<file path="src/rtl/nfca_crc_framer.sv">
// nfca_crc_framer: CRC_A append on TX, CRC_A check/strip on RX,
// between user byte streams and the NFC-A controller.
module nfca_crc_framer #(
   parameter logic [15:0] CRC_INIT = 16'h6363
) (
   input  logic       rstn,
   input  logic       clk,
   input  logic       u_tx_tvalid,
   output logic       u_tx_tready,
   input  logic [7:0] u_tx_tdata,
   input  logic [3:0] u_tx_tdatab,
   input  logic       u_tx_tlast,
   input  logic       u_tx_tcrc,
   output logic       tx_tvalid,
   input  logic       tx_tready,
   output logic [7:0] tx_tdata,
   output logic [3:0] tx_tdatab,
   output logic       tx_tlast,
   input  logic       rx_crc_en,
   input  logic       rx_tvalid,
   input  logic [7:0] rx_tdata,
   input  logic [3:0] rx_tdatab,
   input  logic       rx_tend,
   input  logic       rx_terr,
   output logic       u_rx_tvalid,
   output logic [7:0] u_rx_tdata,
   output logic [3:0] u_rx_tdatab,
   output logic       u_rx_tend,
   output logic       u_rx_terr,
   output logic       u_rx_tcrcok
);

   typedef enum logic [1:0] {T_DATA, T_CRC0, T_CRC1} tx_st_t;
   typedef enum logic [1:0] {R_IDLE, R_FRAME, R_FLUSH} rx_st_t;

   function automatic logic [15:0] f_crc(input logic [15:0] c_in,
                                         input logic [7:0]  b);
      logic [15:0] c;
      c = c_in;
      for (int i = 0; i < 8; i++)
         c = (c[0] ^ b[i]) ? ((c >> 1) ^ 16'h8408) : (c >> 1);
      return c;
   endfunction

   tx_st_t      r_tx_st, w_tx_st_n;
   logic [15:0] r_tx_crc, w_tx_crc_n;
   logic        r_tx_first, w_tx_first_n;
   logic        r_tx_app, w_tx_app_n;
   logic        w_app, w_hs;

   // TX: pass-through in T_DATA, then two CRC bytes when appending
   always_comb begin
      w_app        = r_tx_first ? u_tx_tcrc : r_tx_app;
      w_hs         = 1'b0;
      w_tx_st_n    = r_tx_st;
      w_tx_crc_n   = r_tx_crc;
      w_tx_first_n = r_tx_first;
      w_tx_app_n   = r_tx_app;
      tx_tvalid    = u_tx_tvalid;
      u_tx_tready  = tx_tready;
      tx_tdata     = u_tx_tdata;
      tx_tdatab    = u_tx_tdatab;
      tx_tlast     = u_tx_tlast & ~(w_app & (u_tx_tdatab == 4'd8));
      unique case (r_tx_st)
         T_DATA: begin
            w_hs = u_tx_tvalid & tx_tready;
            if (w_hs) begin
               w_tx_first_n = u_tx_tlast;
               w_tx_app_n   = w_app;
               if (w_app)
                  w_tx_crc_n = f_crc(r_tx_crc, u_tx_tdata);
               if (u_tx_tlast) begin
                  if (w_app && u_tx_tdatab == 4'd8)
                     w_tx_st_n = T_CRC0;
                  else
                     w_tx_crc_n = CRC_INIT;
               end
            end
         end
         T_CRC0: begin
            tx_tvalid   = 1'b1;
            tx_tdata    = r_tx_crc[7:0];
            tx_tdatab   = 4'd8;
            tx_tlast    = 1'b0;
            u_tx_tready = 1'b0;
            if (tx_tready)
               w_tx_st_n = T_CRC1;
         end
         T_CRC1: begin
            tx_tvalid   = 1'b1;
            tx_tdata    = r_tx_crc[15:8];
            tx_tdatab   = 4'd8;
            tx_tlast    = 1'b1;
            u_tx_tready = 1'b0;
            if (tx_tready) begin
               w_tx_st_n  = T_DATA;
               w_tx_crc_n = CRC_INIT;
            end
         end
         default: ;
      endcase
   end

   // TX state register
   always_ff @(posedge clk or negedge rstn) begin
      if (!rstn) begin
         r_tx_st    <= T_DATA;
         r_tx_crc   <= CRC_INIT;
         r_tx_first <= 1'b1;
         r_tx_app   <= 1'b0;
      end else begin
         r_tx_st    <= w_tx_st_n;
         r_tx_crc   <= w_tx_crc_n;
         r_tx_first <= w_tx_first_n;
         r_tx_app   <= w_tx_app_n;
      end
   end

   rx_st_t      r_rx_st, w_rx_st_n;
   logic [15:0] r_rx_crc, w_rx_crc_n;
   logic [11:0] r_buf0, r_buf1, w_buf0_n, w_buf1_n, w_rx_in;
   logic [1:0]  r_cnt, w_cnt_n;
   logic [2:0]  r_tot, w_tot_n;
   logic        r_part, w_part_n;
   logic        r_en, w_en_n, w_en_now;
   logic        r_ok, w_ok_n;
   logic        r_err, w_err_n;
   logic        w_clr, w_ovalid, w_oend;
   logic [11:0] w_odata;
   logic        r_o_valid, r_o_end, r_o_ok, r_o_err;
   logic [11:0] r_o_data;

   // RX: two-byte delay line holds back the CRC, flush on failure
   always_comb begin
      w_rx_st_n  = r_rx_st;
      w_rx_crc_n = r_rx_crc;
      w_buf0_n   = r_buf0;
      w_buf1_n   = r_buf1;
      w_cnt_n    = r_cnt;
      w_tot_n    = r_tot;
      w_part_n   = r_part;
      w_en_n     = r_en;
      w_ok_n     = r_ok;
      w_err_n    = r_err;
      w_clr      = 1'b0;
      w_ovalid   = 1'b0;
      w_oend     = 1'b0;
      w_odata    = r_o_data;
      w_rx_in    = {rx_tdatab, rx_tdata};
      w_en_now   = (r_rx_st == R_IDLE) ? rx_crc_en : r_en;
      unique case (r_rx_st)
         R_IDLE, R_FRAME: begin
            if (rx_tvalid | rx_tend) begin
               w_rx_st_n = R_FRAME;
               w_en_n    = w_en_now;
            end
            if (rx_tvalid) begin
               w_rx_crc_n = f_crc(r_rx_crc, rx_tdata);
               w_tot_n    = (r_tot == 3'd7) ? 3'd7 : r_tot + 3'd1;
               w_part_n   = r_part | (rx_tdatab != 4'd8);
               if (!w_en_now) begin
                  w_ovalid = 1'b1;
                  w_odata  = w_rx_in;
               end else if (r_cnt == 2'd2) begin
                  w_ovalid = 1'b1;
                  w_odata  = r_buf0;
                  w_buf0_n = r_buf1;
                  w_buf1_n = w_rx_in;
               end else if (r_cnt == 2'd1) begin
                  w_buf1_n = w_rx_in;
                  w_cnt_n  = 2'd2;
               end else begin
                  w_buf0_n = w_rx_in;
                  w_cnt_n  = 2'd1;
               end
            end
            if (rx_tend) begin
               w_ok_n  = w_en_now & ~rx_terr & ~w_part_n &
                         (w_tot_n >= 3'd3) & (w_rx_crc_n == 16'h0);
               w_err_n = rx_terr;
               if (w_ok_n)
                  w_cnt_n = 2'd0;
               if (w_cnt_n == 2'd0 && !w_ovalid) begin
                  w_oend    = 1'b1;
                  w_rx_st_n = R_IDLE;
                  w_clr     = 1'b1;
               end else begin
                  w_rx_st_n = R_FLUSH;
               end
            end
         end
         R_FLUSH: begin
            if (r_cnt != 2'd0) begin
               w_ovalid = 1'b1;
               w_odata  = r_buf0;
               w_buf0_n = r_buf1;
               w_cnt_n  = r_cnt - 2'd1;
            end else begin
               w_oend    = 1'b1;
               w_rx_st_n = R_IDLE;
               w_clr     = 1'b1;
            end
         end
         default: ;
      endcase
      if (w_clr) begin
         w_rx_crc_n = CRC_INIT;
         w_tot_n    = 3'd0;
         w_part_n   = 1'b0;
         w_cnt_n    = 2'd0;
      end
   end

   // RX state and registered user-side outputs
   always_ff @(posedge clk or negedge rstn) begin
      if (!rstn) begin
         r_rx_st   <= R_IDLE;
         r_rx_crc  <= CRC_INIT;
         r_buf0    <= 12'h0;
         r_buf1    <= 12'h0;
         r_cnt     <= 2'd0;
         r_tot     <= 3'd0;
         r_part    <= 1'b0;
         r_en      <= 1'b0;
         r_ok      <= 1'b0;
         r_err     <= 1'b0;
         r_o_valid <= 1'b0;
         r_o_data  <= 12'h0;
         r_o_end   <= 1'b0;
         r_o_ok    <= 1'b0;
         r_o_err   <= 1'b0;
      end else begin
         r_rx_st   <= w_rx_st_n;
         r_rx_crc  <= w_rx_crc_n;
         r_buf0    <= w_buf0_n;
         r_buf1    <= w_buf1_n;
         r_cnt     <= w_cnt_n;
         r_tot     <= w_tot_n;
         r_part    <= w_part_n;
         r_en      <= w_en_n;
         r_ok      <= w_ok_n;
         r_err     <= w_err_n;
         r_o_valid <= w_ovalid;
         r_o_data  <= w_odata;
         r_o_end   <= w_oend;
         r_o_ok    <= w_oend & w_ok_n;
         r_o_err   <= w_oend & w_err_n;
      end
   end

   assign u_rx_tvalid = r_o_valid;
   assign u_rx_tdata  = r_o_data[7:0];
   assign u_rx_tdatab = r_o_data[11:8];
   assign u_rx_tend   = r_o_end;
   assign u_rx_tcrcok = r_o_ok;
   assign u_rx_terr   = r_o_err;

endmodule
</file>
<file path="config.mk">
export PLATFORM = sky130hd
export DESIGN_NAME = nfca_crc_framer
export DESIGN_NICKNAME = d
export VERILOG_FILES = /design/src/rtl/nfca_crc_framer.sv
export SDC_FILE = /design/constraint.sdc
export NUM_CORES = 1
export LEC_CHECK = 0
export ABC_CLOCK_PERIOD_IN_PS = 6200
export CORE_ASPECT_RATIO = 1.1
export CORE_MARGIN = 5
export CORE_UTILIZATION = 60
export DETAILED_ROUTE_END_ITERATION = 8
export PLACE_DENSITY_LB_ADDON = 0.25
export SYNTH_ARGS = -nofsm -noshare
export SYNTH_HDL_FRONTEND = slang
export SYNTH_SLANG_ARGS = --single-unit
</file>
<file path="constraint.sdc">
create_clock -name clk -period 6.2 [get_ports clk]
set_clock_uncertainty 0.05 [all_clocks]
set_input_delay 1.86 -clock clk [delete_from_list [all_inputs] [get_ports clk]]
set_output_delay 1.86 -clock clk [all_outputs]
set_load 0.01 [all_outputs]
</file>
[Word-level counts from Yosys, hierarchy flattened]
Index checks and enable logic that the tools add are counted.
Word-level totals
  memories kept: 0
  logic and storage cells: 206
  bits in writable memories: 0
  bits in registers: 87
  input port bits: 34
  bits in latches: 0
  bits in read-only memories: 0
  output and inout port bits: 31
Operators by class
  reduce and logical (&&, ||, !) cells: 25
  muxes and demuxes: 91
  eq/ne operators: 22
  add/sub/neg operators: 2
  div/mod/pow operators: 0
  bitwise logic cells: 46
  $lt $le $gt $ge: 1
  shift operators: 0
  multipliers: 0
Operators by type and width (number)
  16-bit 2-to-1 mux: 25
  12-bit 2-to-1 mux: 11
  2-bit inverter with 3-bit output: 16
  12-bit one-hot mux with 2 select lines: 2
  2-bit 2-to-1 mux: 19
  16-bit one-hot mux with 2 select lines: 1
  1-bit 2-to-1 mux: 20
  2-bit inequality test (second input constant): 9
  16-bit logical NOT: 1
  8-bit one-hot mux with 2 select lines: 1
  1-bit XOR: 16
  3-bit 2-to-1 mux: 5
  3-bit inequality test (second input constant): 4
  2-bit nonzero test: 5
  1-bit bitwise AND: 9
  2-bit one-hot mux with 2 select lines: 2
  4-bit AND reduction: 2
  2-bit by 1-bit == test with 1-bit output (second input constant): 3
  2-bit == test (second input constant): 3
  2-bit logical NOT: 3
  1-bit one-hot mux with 2 select lines: 3
  2-bit one-hot mux with 3 select lines: 1
  2-bit AND reduction: 3
  3-bit AND reduction: 2
  15 further kinds: 21

[Depth between registers and ports, before layout]
  depth in word-level cells: 30
  gate-level depth with buffers: 9
  gate-level depth less buffers: 8

[Worst setup path after synthesis]
No wires, ideal clock.
  path type: input-to-output
  start: input port u_tx_tcrc
  end: output port tx_tlast
  setup slack: 1.746 ns
  data required time: 4.290 ns
  arrival time: 2.544 ns
  stages on the path: 4
  path buffers: 0
  cell sequence: mux2_2 nand2_1 nand2_1 o21ai_0
On the way
  word-level cells in the longest chain between the ends: 5
Ends and longest elaborated chain
  start: declaration: RTL line 13  | input logic u_tx_tcrc,
  1-bit 2-to-1 mux: RTL line 53  | w_app = r_tx_first ? u_tx_tcrc : r_tx_app;
  1-bit bitwise AND: RTL line 63  | tx_tlast = u_tx_tlast & ~(w_app & (u_tx_tdatab == 4'd8));
  1-bit inverter: RTL line 63
  1-bit bitwise AND: RTL line 63
  1-bit one-hot mux with 2 select lines: RTL line 64  | unique case (r_tx_st)
  end: declaration: RTL line 18  | output logic tx_tlast,
Every way passes these cells.

[Worst setup path after layout]
  start: input port u_tx_tdatab[1]
  end: output port tx_tlast
On the way
  word-level cells in the longest chain between the ends: 5
Ends and longest elaborated chain
  start: declaration: RTL line 11  | input logic [3:0] u_tx_tdatab,
  4-bit == test: RTL line 63
  1-bit bitwise AND: RTL line 63
  1-bit inverter: RTL line 63
  1-bit bitwise AND: RTL line 63
  1-bit one-hot mux with 2 select lines: RTL line 64
Every way passes these cells.

==> results.tsv <==
metric	value	unit
compound-cell area share of the yosys netlist	0.163	
status	finished, final reports clean	
largest family of logic cells by synthesized area	compound AO/OA/AOI/OAI gates	
HPWL after DPL	8150	µm
setup violators final	0	
Root Driver	clkbuf_8	
WL/cell	16.4	µm
Layout area overhead	18.9	%
number of I/O pins	65	
# diodes	0	
CP required	4.29	ns
fin crit share	0.871	
XOR/XNOR share of the synthesized area	0.109	
Synth async-reset ratio	1.00	
num rows	34	
Crit. End Element	output pin	
die width	96.6	µm
initial antenna violation count	0	
MaxCap Viol Count	0	
final hold slack	0.421	ns
Sinks on Clock Net	87	
largest net degree at the start of global routing	88	
Hold WC Path Type	flip-flop to flip-flop	
number of global-route vias before repair	3903	
EDFF count, synth	0	
unrepaired setup endpoints after global routing	false	
Power Total	0.00328	W
cts hold-fix bufs	0	
R2R depth	6	
hold depth	2	
post-route ant nets	0	
synth warn	0	
Syn Area/Cell	9.76	µm²
postcts setup bufs	0	
synthesized net count	550	
Placed Cells	659	
DRT iter0 DRCs	249	
TritonRoute pass-1 iters	4	
CTS tree	yes	
peak supply drop	0.000239	V
vias per cell	5.83	
Starting Density	0.619	
die area	10200	µm²
total core area	8000	µm²
drt total wl	11100	µm
Pleak	2.48	nW
Post-Synth Adder-Cell Area	0.0228	
first-pass GRT wire length	18300	µm
Yosys reg bits	87	
total number of vias	3932	
CP arrival	3.49	ns
Cell variety after synth	52	
Crit Path Max Fanout	2	
Port Buffer Count	64	
mux cell area share after synthesis	0.103	
total CTS buffers	9	
post-route insts no fill	675	
final net count	605	
GPL Wtd Cong	0.922	
post-CTS sizing	0	
CTS H-tree lvls	3	
final period demand of the worst path	5.40	ns
P per Cell Area	557	nW/µm²
Pins Over Slew Limit	0	
critical path class	input pin to output pin	
Seq/Total Area, Yosys	0.444	
DRC Markers	0	
Main synth FF type	dfrtp_1	
GRT overflow	0	
Post-Synthesis Cells	507	
Clock transition at path regs	0.08	ns
final hold vios	0	
crit start category	input pin	
Die H	105	µm
Bufs on Longest Clock Path	2	
Synth Area in Simple Gates	0.133	
worst slew pin tran	1.06	ns
Slew headroom	0.291	
GRT Total Usage	0.227	
Max Fclk	185	MHz
share of cells above drive strength 1	0.111	
Fin Setup TNS	0	ns
synthesized area	4950	µm²
clk_lat worst skew	0.35	ns
## power by group
group          leakage (nW)  switching [W]  internal (W)
clock network         0.103       0.000207      0.000211
logic                  1.32       0.000951      0.000860
registers              1.06       0.000202      0.000848
## placed cells by master (no fill, tap or decap), types with 3 or more instances in the layout
cell type        count
dfrtp_1             70
clkdlybuf4s50_1     63
nor2_1              55
nand2_1             51
a21oi_1             41
xnor2_1             35
mux2i_1             34
o21ai_0             27
dfstp_2             17
mux2_2              15
o211ai_1            14
clkbuf_8            11
xor2_1              10
a22oi_1              9
ha_1                 9
inv_1                8
nor2b_1              8
a211oi_1             8
o21ai_1              7
nor3_1               6
buf_4                6
nand2b_1             5
a31oi_1              5
nor4_1               4
or3_1                4
a41oi_1              3
nand3_1              3
## cells by family (layout without fill, tap and decap cells)
logic type,Yosys count,in the layout
buffers and inverters,33,93
AND/OR/NAND/NOR,148,148
adder cells (fa/ha/maj),9,9
XOR/XNOR,52,52
AO/OA/AOI/OAI,129,129
multiplexers,49,49
flip-flops,87,87
## synthesized netlist by cell type (3+ instances only)
cell type  count  area (µm²)
nor4_1         4        25.0
dfrtp_1       70        1750
nor2b_1        8        50.1
a41oi_1        3        26.3
a22oi_1        9        67.6
nor3_1         6        30.0
nand3_1        3        15.0
nor2_1        55         206
xnor2_1       35         307
nand2_1       51         191
mux2_2        15         169
o21ai_1        7        35.0
o211ai_1      14         105
or3_1          4        25.0
ha_1           9         113
a211oi_1       8        60.1
clkbuf_1      23        86.3
a31oi_1        5        31.3
dfstp_2       17         447
o21ai_0       27         135
inv_1          8        30.0
mux2i_1       34         340
xor2_1        10        87.6
a21oi_1       41         205
nand2b_1       5        31.3
## per-stage QoR
stage,util,setup slack (ns),instance area (µm²)
5_1_grt,0.736,0.727,5880
6_report,0.736,0.800,5880
2_1_floorplan,-,1.75,4950
4_1_cts,0.736,0.795,5880
3_3_place_gp,0.709,0.858,5670
3_5_place_dp,0.709,0.802,5670
## final timing paths
kind / from / to / slack (ns)
worst max-delay path: u_tx_tdatab[1] / tx_tlast / 0.80
worst min-delay path: r_err / r_err / 0.42
worst max register to register: r_rx_crc[2] / r_tot[2] / 3.50
worst min register to register: r_err / r_err / 0.42
max in group asynchronous: rstn / u_rx_tend / 3.77
min in group asynchronous: rstn / u_rx_tvalid / 1.63
## flip-flops by register name, summed over array words and instances (netlist names)
signal       count
r_en             1
u_rx_terr        1
r_o_data        12
r_cnt            2
u_rx_tvalid      1
r_err            1
r_buf1          12
u_rx_tcrcok      1
r_buf0          12
r_rx_crc        16
r_tx_app         1
r_rx_st          2
r_part           1
r_tx_st          2
u_rx_tend        1
r_tx_first       1
r_ok             1
r_tx_crc        16
r_tot            3
## final cells by class
| class | count | area (µm²) |
|---|---|---|
| Clock buffer | 11 | 151 |
| Tap cell | 108 | 135 |
| Multi-Input combinational cell | 387 | 2630 |
| Inverter | 8 | 30.0 |
| Sequential cell | 87 | 2200 |
| Timing Repair Buffer | 69 | 676 |
| Fill cell | 595 | 2110 |
| Clock inverter | 5 | 62.6 |
## worst max-delay path: stages
cell and delay, ns:
clkdlybuf4s50_1 0.42, nor4b_1 0.42, nand2_1 0.12, nand2_1 0.08, o21ai_0 0.08, clkdlybuf4s50_1 0.52
## metal layers
| layer | wire (µm) | track usage | vias to the layer above |
|---|---|---|---|
| li1 | - | - | 1903 |
| met1 | 4660 | 0.285 | 1884 |
| met2 | 5530 | 0.378 | 121 |
| met3 | 650 | 0.0499 | 24 |
| met4 | 263 | 0.0882 | 0 |
| met5 | 0 | 0 | - |
(Power assumes the default switching activity.)
